`src/rtl/tdc_pkg.sv`:
```
// Shared constants, FSM state type and fine-code validation for the
// TDC interval meter.
package tdc_pkg;

  localparam int         FINE_W   = 6;
  localparam logic [5:0] FINE_MAX = 6'd40;   // largest code the decoder can legally produce
  localparam logic [5:0] FINE_TOP = 6'd63;   // sub-bin = FINE_TOP - code

  typedef enum logic [1:0] {
    IDLE      = 2'd0,
    WAIT_STOP = 2'd1,
    EMIT      = 2'd2
  } tdc_state_t;

  // A code is a hit only if it is non-zero and within the legal range.
  function automatic logic fine_valid(input logic [FINE_W-1:0] code);
    return (code != '0) && (code <= FINE_MAX);
  endfunction

endpackage

```
`src/rtl/tdc_interval_meter_if.sv`:
```
// Result handshake (valid/ready) from the interval meter to the feedback logic.
interface tdc_interval_meter_if #(
  parameter int COARSE_W = 16
);
  logic                  res_valid;
  logic                  res_ready;
  logic [COARSE_W+5:0]   res_interval;
  logic                  res_timeout;

  modport master (output res_valid, output res_interval, output res_timeout, input res_ready);
  modport slave  (input res_valid, input res_interval, input res_timeout, output res_ready);
endinterface

```
`src/rtl/tdc_ts_former.sv`:
```
// Two-stage timestamp former: stage 1 registers the fine code together with
// the coarse count, stage 2 validates the code and forms {coarse, sub-bin}.
module tdc_ts_former
  import tdc_pkg::*;
#(
  parameter int COARSE_W = 16
) (
  input  logic                       clk,
  input  logic                       rst_n,
  input  logic [FINE_W-1:0]          fine,
  input  logic [COARSE_W-1:0]        coarse,
  output logic [COARSE_W+FINE_W-1:0] ts,
  output logic                       hit
);

  logic [FINE_W-1:0]   fine_q;
  logic [COARSE_W-1:0] coarse_q;

  // Stage 1: capture code and coarse count in the same cycle.
  always_ff @(posedge clk or negedge rst_n) begin
    if (!rst_n) begin
      fine_q   <= '0;
      coarse_q <= '0;
    end else begin
      fine_q   <= fine;
      coarse_q <= coarse;
    end
  end

  // Stage 2: a larger code means an earlier edge, so invert it into a sub-bin.
  always_ff @(posedge clk or negedge rst_n) begin
    if (!rst_n) begin
      ts  <= '0;
      hit <= 1'b0;
    end else begin
      ts  <= {coarse_q, FINE_TOP - fine_q};
      hit <= fine_valid(fine_q);
    end
  end

endmodule

```
`src/rtl/tdc_interval_meter.sv`:
```
// Start/stop interval meter built on two fine-code timestamp formers and a
// free-running coarse counter. Optional statistics counters are enabled by
// defining TDC_STATS_EN.
module tdc_interval_meter
  import tdc_pkg::*;
#(
  parameter int COARSE_W    = 16,
  parameter int TIMEOUT_CYC = 1024
) (
  input  logic                clk,
  input  logic                rst_n,
  input  logic                arm,
  input  logic [FINE_W-1:0]   fine_start,
  input  logic [FINE_W-1:0]   fine_stop,
  tdc_interval_meter_if.master res,
`ifdef TDC_STATS_EN
  output logic [15:0]         drop_cnt,
  output logic [15:0]         timeout_cnt,
`endif
  output logic                busy
);

  localparam int IW = COARSE_W + FINE_W;
  localparam logic [COARSE_W-1:0] TMO_LAST = COARSE_W'(TIMEOUT_CYC - 1);

  logic [COARSE_W-1:0] coarse;
  logic [IW-1:0]       ts_start_in, ts_stop_in, ts_start, result_interval;
  logic                hit_start, hit_stop, result_timeout;
  logic [COARSE_W-1:0] tmo_cnt;
  tdc_state_t          state;
  logic                out_valid, out_timeout;
  logic [IW-1:0]       out_interval;
  logic                emit, load;

  // Free-running coarse counter, wraps naturally.
  always_ff @(posedge clk or negedge rst_n) begin
    if (!rst_n) coarse <= '0;
    else        coarse <= coarse + 1'b1;
  end

  tdc_ts_former #(.COARSE_W(COARSE_W)) u_ts_start (
    .clk(clk), .rst_n(rst_n), .fine(fine_start), .coarse(coarse),
    .ts(ts_start_in), .hit(hit_start)
  );

  tdc_ts_former #(.COARSE_W(COARSE_W)) u_ts_stop (
    .clk(clk), .rst_n(rst_n), .fine(fine_stop), .coarse(coarse),
    .ts(ts_stop_in), .hit(hit_stop)
  );

  // Measurement FSM: first start wins, stop or timeout produces a result.
  always_ff @(posedge clk or negedge rst_n) begin
    if (!rst_n) begin
      state           <= IDLE;
      ts_start        <= '0;
      tmo_cnt         <= '0;
      result_interval <= '0;
      result_timeout  <= 1'b0;
    end else begin
      case (state)
        IDLE: begin
          if (arm && hit_start) begin
            ts_start <= ts_start_in;
            tmo_cnt  <= '0;
            // Same-cycle stop only counts if it is not earlier than the start.
            if (hit_stop && (ts_stop_in[FINE_W-1:0] >= ts_start_in[FINE_W-1:0])) begin
              result_interval <= ts_stop_in - ts_start_in;
              result_timeout  <= 1'b0;
              state           <= EMIT;
            end else begin
              state <= WAIT_STOP;
            end
          end
        end
        WAIT_STOP: begin
          if (!arm) begin
            state <= IDLE;
          end else if (hit_stop) begin
            result_interval <= ts_stop_in - ts_start;
            result_timeout  <= 1'b0;
            state           <= EMIT;
          end else if (tmo_cnt == TMO_LAST) begin
            result_interval <= '1;
            result_timeout  <= 1'b1;
            state           <= EMIT;
          end else begin
            tmo_cnt <= tmo_cnt + 1'b1;
          end
        end
        EMIT:    state <= IDLE;
        default: state <= IDLE;
      endcase
    end
  end

  assign emit = (state == EMIT);
  assign load = emit && (!out_valid || res.res_ready);

  // Output register: hold while stalled, drop a new result if still full.
  always_ff @(posedge clk or negedge rst_n) begin
    if (!rst_n) begin
      out_valid    <= 1'b0;
      out_interval <= '0;
      out_timeout  <= 1'b0;
    end else if (load) begin
      out_valid    <= 1'b1;
      out_interval <= result_interval;
      out_timeout  <= result_timeout;
    end else if (out_valid && res.res_ready) begin
      out_valid <= 1'b0;
    end
  end

  assign res.res_valid    = out_valid;
  assign res.res_interval = out_interval;
  assign res.res_timeout  = out_timeout;
  assign busy             = (state == WAIT_STOP);

`ifdef TDC_STATS_EN
  logic arm_d;

  // Saturating drop/timeout counters, cleared on each arm rising edge.
  always_ff @(posedge clk or negedge rst_n) begin
    if (!rst_n) begin
      arm_d       <= 1'b0;
      drop_cnt    <= '0;
      timeout_cnt <= '0;
    end else begin
      arm_d <= arm;
      if (arm && !arm_d) begin
        drop_cnt    <= '0;
        timeout_cnt <= '0;
      end else begin
        if (emit && !load && (drop_cnt != 16'hFFFF))
          drop_cnt <= drop_cnt + 1'b1;
        if (emit && result_timeout && (timeout_cnt != 16'hFFFF))
          timeout_cnt <= timeout_cnt + 1'b1;
      end
    end
  end
`endif

endmodule

```
`src/flat_wrapper.sv`:
```
// flat-port wrapper written by rule: the top's interface ports become plain ports
module tdc_interval_meter_flat import tdc_pkg::*;
#(
  parameter int COARSE_W    = 16,
  parameter int TIMEOUT_CYC = 1024
)
  (clk, rst_n, arm, fine_start, fine_stop, busy, res_res_valid, res_res_interval, res_res_timeout, res_res_ready);
  tdc_interval_meter_if #(.COARSE_W(COARSE_W)) res_i ();
  input  logic clk;
  input  logic rst_n;
  input  logic arm;
  input  logic [FINE_W-1:0] fine_start;
  input  logic [FINE_W-1:0] fine_stop;
  output logic busy;
  output wire logic [$bits(res_i.res_valid)-1:0] res_res_valid;
  output wire logic [$bits(res_i.res_interval)-1:0] res_res_interval;
  output wire logic [$bits(res_i.res_timeout)-1:0] res_res_timeout;
  input wire logic [$bits(res_i.res_ready)-1:0] res_res_ready;
  assign res_res_valid = res_i.res_valid;
  assign res_res_interval = res_i.res_interval;
  assign res_res_timeout = res_i.res_timeout;
  assign res_i.res_ready = res_res_ready;
  tdc_interval_meter #(.COARSE_W(COARSE_W), .TIMEOUT_CYC(TIMEOUT_CYC)) u_core (.clk(clk), .rst_n(rst_n), .arm(arm), .fine_start(fine_start), .fine_stop(fine_stop), .res(res_i), .busy(busy));
endmodule
```
`config.mk`:
```
export PLATFORM = sky130hd
export DESIGN_NAME = tdc_interval_meter_flat
export DESIGN_NICKNAME = d
export VERILOG_FILES = /design/src/rtl/tdc_pkg.sv /design/src/rtl/tdc_interval_meter_if.sv /design/src/rtl/tdc_ts_former.sv /design/src/rtl/tdc_interval_meter.sv /design/src/flat_wrapper.sv
export SDC_FILE = /design/constraint.sdc
export NUM_CORES = 1
export LEC_CHECK = 0
export CORE_MARGIN = 2
export CORE_UTILIZATION = 30
export CTS_CLUSTER_DIAMETER = 120
export DETAILED_ROUTE_END_ITERATION = 16
export RECOVER_POWER = 50
export SYNTH_ARGS = -nofsm -noshare
export SYNTH_HDL_FRONTEND = slang
export SYNTH_SLANG_ARGS = --single-unit
```
`constraint.sdc`:
```
create_clock -name clk -period 3.24 [get_ports clk]
set_input_delay 0.324 -clock clk [delete_from_list [all_inputs] [get_ports clk]]
set_output_delay 0.324 -clock clk [all_outputs]
set_load 0.05 [all_outputs]
```
==> results of run 1 <==
==> critical path, cell delays in order (launching register included) <==
cell and delay, ns:
dfrtp_1 0.40, nand2b_1 0.32, inv_2 0.34, clkdlybuf4s50_1 0.87
==> through the flow <==
step | std cells | instance area, µm²
3_3_place_gp | 1057 | 8260
6_report | 1088 | 8820
2_1_floorplan | 706 | 7470
4_1_cts | 1088 | 8840
3_5_place_dp | 1057 | 8260
5_1_grt | 1088 | 8820
==> power by group <==
group	switching, mW	total [mW]	internal (mW)
Sequential	0.191	2.53	2.34
Clock	0.789	1.94	1.15
Combinational	1.15	1.85	0.693
Total	2.13	6.32	4.19
==> path summary, 6_finish.rpt <==
check	depth (start not counted)	slack, ns	endpoint
setup / recovery	3	0.57	busy
hold / removal	0	0.35	u_core.u_ts_start.ts[9]
setup reg to reg	9	0.60	u_core.result_interval[18]
hold reg to reg	0	0.35	u_core.u_ts_start.ts[9]
max in group asynchronous	3	0.71	u_core.res.res_interval[10]
min in group asynchronous	2	1.02	u_core.u_ts_start.fine_q[2]
==> cell type report <==
cell class,count,area share (%)
clock inverters,11,1.49
flip-flops and latches,161,45.7
multi-input cells,471,35.8
repair buffers,50,5.18
clock buffers,19,5.02
well taps,324,4.60
inverters,52,2.21
==> timing repair <==
item / 4_1_cts / 5_1_grt
hold buffers: 1 / 0
setup buffers: 0 / 0
hold endpoints to repair: 52 / 0
==> synthesized netlist by cell type (2+ instances only) <==
master     number
dfrtp_1       161
nand2_1        72
inv_1          50
o21ai_0        49
nor2_1         44
a21oi_1        32
ha_1           29
nand3_1        28
mux2_2         27
xnor2_1        23
clkbuf_1       15
nor3_1         15
xor2_1         15
nand4_1        10
nor2b_1        10
nand2b_1        8
o21a_1          8
and3_1          7
a21o_1          6
a31oi_1         6
nor3b_1         6
o31ai_1         6
nor4_1          5
o211ai_1        5
or3_1           5
a211oi_1        4
and4_1          4
o22ai_1         4
fa_1            3
o2111ai_1       3
a31o_2          2
a41oi_1         2
and2_1          2
buf_1           2
buf_2           2
buf_4           2
inv_2           2
nor4_4          2
o2111a_1        2
o211a_1         2
o21ai_1         2
o311ai_0        2
o41ai_1         2
==> registers in the layout, summed over array words and instances (netlist names), 16 cells and up <==
signal	cells
u_core.result_interval	22
u_core.coarse	16
u_core.u_ts_start.coarse_q	16
u_core.u_ts_start.ts	22
u_core.tmo_cnt	16
u_core.ts_start	22
u_core.res.res_interval	22
==> layer usage <==
layer / track usage, % / share of wire, % / vias up
met2: 19.0 / 45 / 100
met5: 0 / 0 / -
met1: 17.5 / 50 / 2428
met4: 4.59 / 1.7 / 0
met3: 2.71 / 3.5 / 21
li1: - / - / 2554
==> logic make-up (layout without fill, tap and decap cells) <==
logic type,after synthesis,in the layout
buffers and inverters,74,132
xor gates and xnor gates,38,38
adders and majority gates,32,32
AOI/OAI and AO/OA,146,146
and+or+nand+nor,228,228
muxes,27,27
DFF,161,161
==> metrics.csv, run 1 <==
metric,value,unit
seq_area,0.00403,mm²
grt_pass1_wl,26100,µm
cts_htree_levels,4,
area_delta_synth_final,18.0,%
gr-total-overflow,0,
setup_ws,0.567,ns
layout_commonest_cell,dfrtp_1,
synth-compound-area-share,12.4,%
synthDistinctLibCells,63,
firstDrtPassIters,5,
start_util,30.6,%
leakage,3.94,nW
gp_congestion,0.851,
final_cell_mix,"dfrtp_1 (161), nand2_1 (72), inv_1 (50)",
synthXorXnorAreaFrac,4.45,%
startpoint_type,flip-flop,
yosysSeqAreaShare,53.9,%
holdWs,0.347,ns
clockRootBuffer,clkbuf_16,
cts.path.max_buffers,2,
cts_tree,yes,
cp_data_arrival_time,2.35,ns
syn-cell-area,0.00747,mm²
clock_latency,0.42,ns
route.detailed.drc,0,
clk_pin_slew,0.06,ns
dp_hpwl,11300,µm
yosys.area.top_type,dfrtp_1,
synthMuxAreaShare,4.07,%
irDropWorstVdd,0.411,mV
power_density,717,mW/mm²
min-delay-start,u_core.u_ts_start.coarse_q[3],
worstHoldPathType,flip-flop to flip-flop,
setup_violations,0,
maxSlewHeadroom,-37.5,%
worstMarginPinSlew,2.06,ns
synth_edf_count,0,
cts_buffers,17,
synth_top_family_by_area,simple AND/OR/NAND/NOR gates,
fillers,2402,
fin_crit,2.67,ns
synthTopCellsByArea,"dfrtp_1 (54%), ha_1 (4.9%), mux2_2 (4.1%)",
violations,"max-capacitance violations, max-slew violations",
wire_per_inst,13.9,µm
final_hold_viol_count,0,
yosys_register_bits,161,
finalWirelength,15100,µm
core_area,0.0244,mm²
vias,5103,
first_iter_violations,344,
place_ws,0.626,ns
grt_pass1_vias,5104,
endpoint_kind,primary output,
multiInputGateArea,0.00316,mm²
setup_tns,0,ns
antenna_found_initial,0,
postRouteAntennaNets,0,
ctsResizeCount,0,
pin_count,41,
fin_crit_sh,82.5,%
r2r-start,u_core.u_ts_start.ts[0],
p_total,6.32,mW
critPathKind,flip-flop to primary output,
status,"complete, but fails checks",
port_buffers,40,
n_antenna_cell,0,
synth_area_per_cell,10.6,µm²
slew_viol_final,87,
dieWidth,162,µm
synth_nets,754,
async_flop_share,100,%
max_freq,374,MHz
row_count,57,
final_util,36.2,%
ys_warn_count,0,
maxCapViolations,1,
die-area,0.0262,mm²
grtUsageTotal,12.5,%
cp.required,2.92,ns
syn_inst,706,
synth_simple_gate_area_share,15.5,%
cts.sinks,161,
finish.net_count,801,
synthFlopType,dfrtp_1,
crit_start,u_core.state[1],
yosysTopAreaCellShare,53.9,%
worst-path-max-fanout,17,
synthAdderAreaFrac,5.66,%
grt_max_degree,87,
drive_above_1_share,10.2,%
rsz0062_at_grt,no,
final.setup_skew,0.00735,ns
die_y,162,µm
routed_via_density,4.69,
Note: power is estimated with default switching activity, not from simulation.
==> run 2, diff against run 1 <==
- clock period: 3.24 -> 2.8 ns (I/O delays scaled with it)
==> metrics.csv, run 2 (synthesis gave the netlist of run 1 again) <==
metric,value,unit
status,"complete, no violations",
fillers,2426,
grt_pass1_wl,26700,µm
first_iter_violations,384,
antenna_found_initial,0,
route.detailed.drc,0,
design_area,0.00890,mm²
start_util,30.6,%
grt_pass1_vias,5042,
grtUsageTotal,12.8,%
worstHoldPathType,flip-flop to flip-flop,
cts_tree,yes,
cts.sinks,161,
cts.path.max_buffers,2,
finalWirelength,15500,µm
postRouteAntennaNets,0,
die-area,0.0262,mm²
clockRootBuffer,clkbuf_16,
finish.net_count,808,
wire_per_inst,14.1,µm
final_hold_viol_count,0,
endpoint_kind,flip-flop,
row_count,57,
dp_hpwl,11400,µm
power_density,826,mW/mm²
drive_above_1_share,11.9,%
dieWidth,162,µm
leakage,3.99,nW
gr-total-overflow,0,
clock_latency,0.43,ns
setup_tns,0,ns
final_cell_mix,"dfrtp_1 (161), nand2_1 (72), inv_1 (50)",
core_area,0.0244,mm²
fin_crit_sh,89.7,%
worst-path-max-fanout,3,
cp_data_arrival_time,2.86,ns
port_buffers,40,
n_antenna_cell,0,
worstMarginPinSlew,1.43,ns
max_freq,398,MHz
place_ws,0.187,ns
critPathKind,flip-flop to flip-flop,
slew_viol_final,0,
clk_pin_slew,0.07,ns
layout_commonest_cell,dfrtp_1,
fin_crit,2.51,ns
place_area,0.00832,mm²
final.setup_skew,0.00930,ns
area_delta_synth_final,19.0,%
final_util,36.5,%
gp_congestion,0.845,
setup_ws,0.287,ns
holdWs,0.347,ns
vias,5225,
cp.required,3.15,ns
pin_count,41,
die_y,162,µm
cts_buffers,17,
startpoint_type,flip-flop,
setup_violations,0,
routed_via_density,4.76,
firstDrtPassIters,5,
irDropWorstVdd,0.471,mV
cts_htree_levels,4,
rsz0062_at_grt,no,
grt_max_degree,56,
maxSlewHeadroom,4.57,%
maxCapViolations,0,
run 2: changes by cell type in the layout (fill, tap and decap cells not counted), moves of 2 or more:
cell      delta
buf_4        +8
clkinv_2     +3
clkbuf_1     -3
inv_6        +2
run 2: repair_timing:
item,4_1_cts,5_1_grt
hold buffers,1,0
endpoints found under the setup margin,0,1
buffers inserted,0,2
resized for setup,0,2
endpoints found under the hold margin,52,0
run 2: cell type report:
| class | instances | area, µm² | share of cell area, % |
|---|---|---|---|
| Sequential cell | 161 | 4030 | 45.3 |
| Multi-Input combinational cell | 471 | 3170 | 35.6 |
| Timing Repair Buffer | 57 | 532 | 5.98 |
| Clock buffer | 18 | 439 | 4.94 |
| Tap cell | 324 | 405 | 4.56 |
| Inverter | 52 | 195 | 2.19 |
| Clock inverter | 14 | 129 | 1.45 |
run 2: per-layer routing:
metal | track usage (%) | up-vias | wire length (µm) | part of all wire, %
li1 | - | 2583 | - | -
met1 | 17.8 | 2520 | 7720 | 50
met2 | 19.7 | 106 | 7020 | 45
met3 | 3.68 | 16 | 563 | 3.6
met4 | 3.54 | 0 | 186 | 1.2
met5 | 0 | - | 0 | 0
run 2: path summary, 6_finish.rpt:
kind | startpoint | end | slack (ns) | cells past startpoint
worst max-delay path | u_core.u_ts_start.ts[1] | u_core.result_interval[7] | 0.29 | 9
min in group asynchronous | rst_n | u_core.u_ts_stop.fine_q[2] | 0.71 | 2
max in group asynchronous | rst_n | u_core.result_interval[1] | 0.65 | 3
worst min-delay path | u_core.u_ts_start.coarse_q[15] | u_core.u_ts_start.ts[21] | 0.35 | 0
worst max register to register | u_core.u_ts_start.ts[1] | u_core.result_interval[7] | 0.29 | 9
worst min register to register | u_core.u_ts_start.coarse_q[15] | u_core.u_ts_start.ts[21] | 0.35 | 0
run 2: critical path, cell delays in order, from the launching register on:
cell      delay (ns)
dfrtp_1         0.39
inv_1           0.06
ha_1            0.28
nor2b_2         0.16
o31ai_1         0.37
a21oi_2         0.14
buf_4           0.15
o311ai_0        0.56
nor4_1          0.11
nor3_1          0.20
run 2: per-stage QoR:
stage | instances | power, mW
6_report | 1097 | 7.35
4_1_cts | 1095 | 7.43
5_1_grt | 1097 | 7.76
3_5_place_dp | 1062 | 5.15
3_3_place_gp | 1062 | 5.13
2_1_floorplan | 706 | 4.41
run 2: power breakdown:
group          internal, mW  switching [mW]  total (mW)
clock                  1.26           0.988        2.25
combinational         0.826            1.34        2.17
sequential             2.71           0.225        2.94
total                  4.80            2.56        7.35
==> run 3, diff against run 2 <==
- REMOVE_ABC_BUFFERS: not set -> 1
==> metrics.csv, run 3 (synthesis gave the netlist of run 1 again) <==
metric,value,unit
status,"complete, but fails checks",
violations,"max-capacitance violations, max-slew violations",
worst-path-max-fanout,4,
clock_latency,0.43,ns
routed_via_density,4.77,
maxCapViolations,1,
firstDrtPassIters,5,
wire_per_inst,14.4,µm
cts.path.max_buffers,2,
startpoint_type,flip-flop,
n_antenna_cell,0,
worstHoldPathType,flip-flop to flip-flop,
route.detailed.drc,0,
grt_max_degree,162,
dp_hpwl,11200,µm
cp_data_arrival_time,2.86,ns
grt_pass1_wl,26700,µm
finalWirelength,15700,µm
r2r_setup_slack,0.24,ns
area_delta_synth_final,19.1,%
die-area,0.0262,mm²
pin_count,41,
antenna_found_initial,0,
ff2ff_path_depth,11,
cts_buffers,17,
start_util,30.6,%
port_buffers,40,
slew_viol_final,162,
cp.required,3.10,ns
r2r-start,u_core.u_ts_start.ts[1],
fin_crit_sh,91.4,%
endpoint_kind,flip-flop,
power_density,851,mW/mm²
fin_crit,2.56,ns
irDropWorstVdd,0.447,mV
core_area,0.0244,mm²
postRouteAntennaNets,0,
rsz0062_at_grt,no,
crit_path_end,u_core.result_interval[21],
dieWidth,162,µm
setup_tns,0,ns
hold_depth,0,
gr-total-overflow,0,
post_cts_buffers,0,
worstMarginPinSlew,2.19,ns
cts.sinks,161,
vias,5199,
maxSlewHeadroom,-46.1,%
leakage,3.99,nW
clockRootBuffer,clkbuf_16,
finish.net_count,802,
grtUsageTotal,12.8,%
gp_congestion,0.852,
grt_pass1_vias,5075,
final.setup_skew,0.0110,ns
crit_start,u_core.u_ts_start.ts[1],
row_count,57,
die_y,162,µm
worstReg2RegEnd,u_core.result_interval[21],
clk_pin_slew,0.07,ns
final_cell_mix,"dfrtp_1 (161), nand2_1 (72), inv_1 (50)",
layout_commonest_cell,dfrtp_1,
p_total,7.58,mW
first_iter_violations,437,
cts_htree_levels,4,
cts_tree,yes,
critPathKind,flip-flop to flip-flop,
final_hold_viol_count,0,
drive_above_1_share,11.1,%
max_freq,391,MHz
setup_violations,0,
## run 3: worst min path at each step
stage,endpoint,startpoint,slack [ns]
2_1_floorplan,u_core.coarse[0],rst_n,-0.02
3_3_place_gp,u_core.u_ts_start.ts[14],u_core.u_ts_start.coarse_q[8],0.33
3_5_place_dp,u_core.u_ts_start.ts[18],u_core.u_ts_start.coarse_q[12],0.33
4_1_cts,u_core.tmo_cnt[7],rst_n,0.04
5_1_grt,u_core.u_ts_start.ts[8],u_core.u_ts_start.coarse_q[2],0.35
6_report,u_core.u_ts_start.ts[18],u_core.u_ts_start.coarse_q[12],0.35
## run 3: repair_timing
item                                   4_1_cts  5_1_grt
endpoints found under the hold margin        0        0
setup endpoints to repair                    0        1
resized for setup                            0        1
hold buffers                                 0        0
## run 3: critical path, stage by stage (launching register included)
cell      delay, ns
dfrtp_1        0.39
inv_1          0.06
ha_1           0.28
nor2b_1        0.19
o31ai_1        0.12
a21oi_2        0.21
inv_1          0.08
fa_1           0.39
nor3b_1        0.18
a21oi_1        0.13
nor4bb_1       0.30
nor3_1         0.10
## run 3: area by class of cell
| class | instances | area (µm²) |
|---|---|---|
| inverter | 52 | 195 |
| tap | 324 | 405 |
| clock buffer | 18 | 439 |
| clock inverter | 13 | 188 |
| sequential | 161 | 4030 |
| fill | 2404 | 15500 |
| timing repair buffer | 51 | 483 |
| multi-input combinational | 471 | 3170 |
## run 3: metrics by stage
stage / hold WS (ns) / util [%] / setup WS (ns) / instances / area [µm²]
after floorplan: -0.0156 / - / -0.00946 / 684 / 7370
after global placement: 0.331 / 34.0 / 0.279 / 1059 / 8290
after detailed placement: 0.335 / 34.0 / 0.208 / 1059 / 8290
after CTS: 0.0437 / 36.5 / 0.186 / 1090 / 8910
after global routing: 0.353 / 36.5 / 0.00866 / 1090 / 8900
final: 0.347 / 36.5 / 0.241 / 1090 / 8900
## run 3: power by group
group | switching (mW) | leakage, nW | internal (mW)
Sequential | 0.234 | 2.03 | 2.71
Combinational | 1.34 | 1.65 | 0.811
Clock | 1.03 | 0.310 | 1.46
## run 3: metal layers
metal  global-route usage [%]  up-vias  share of wire (%)
li1                         -     2563                  -
met1                     17.7     2519                 49
met2                     19.5       92                 45
met3                     2.89       25                3.7
met4                     4.83        0                2.1
met5                        0        -                  0
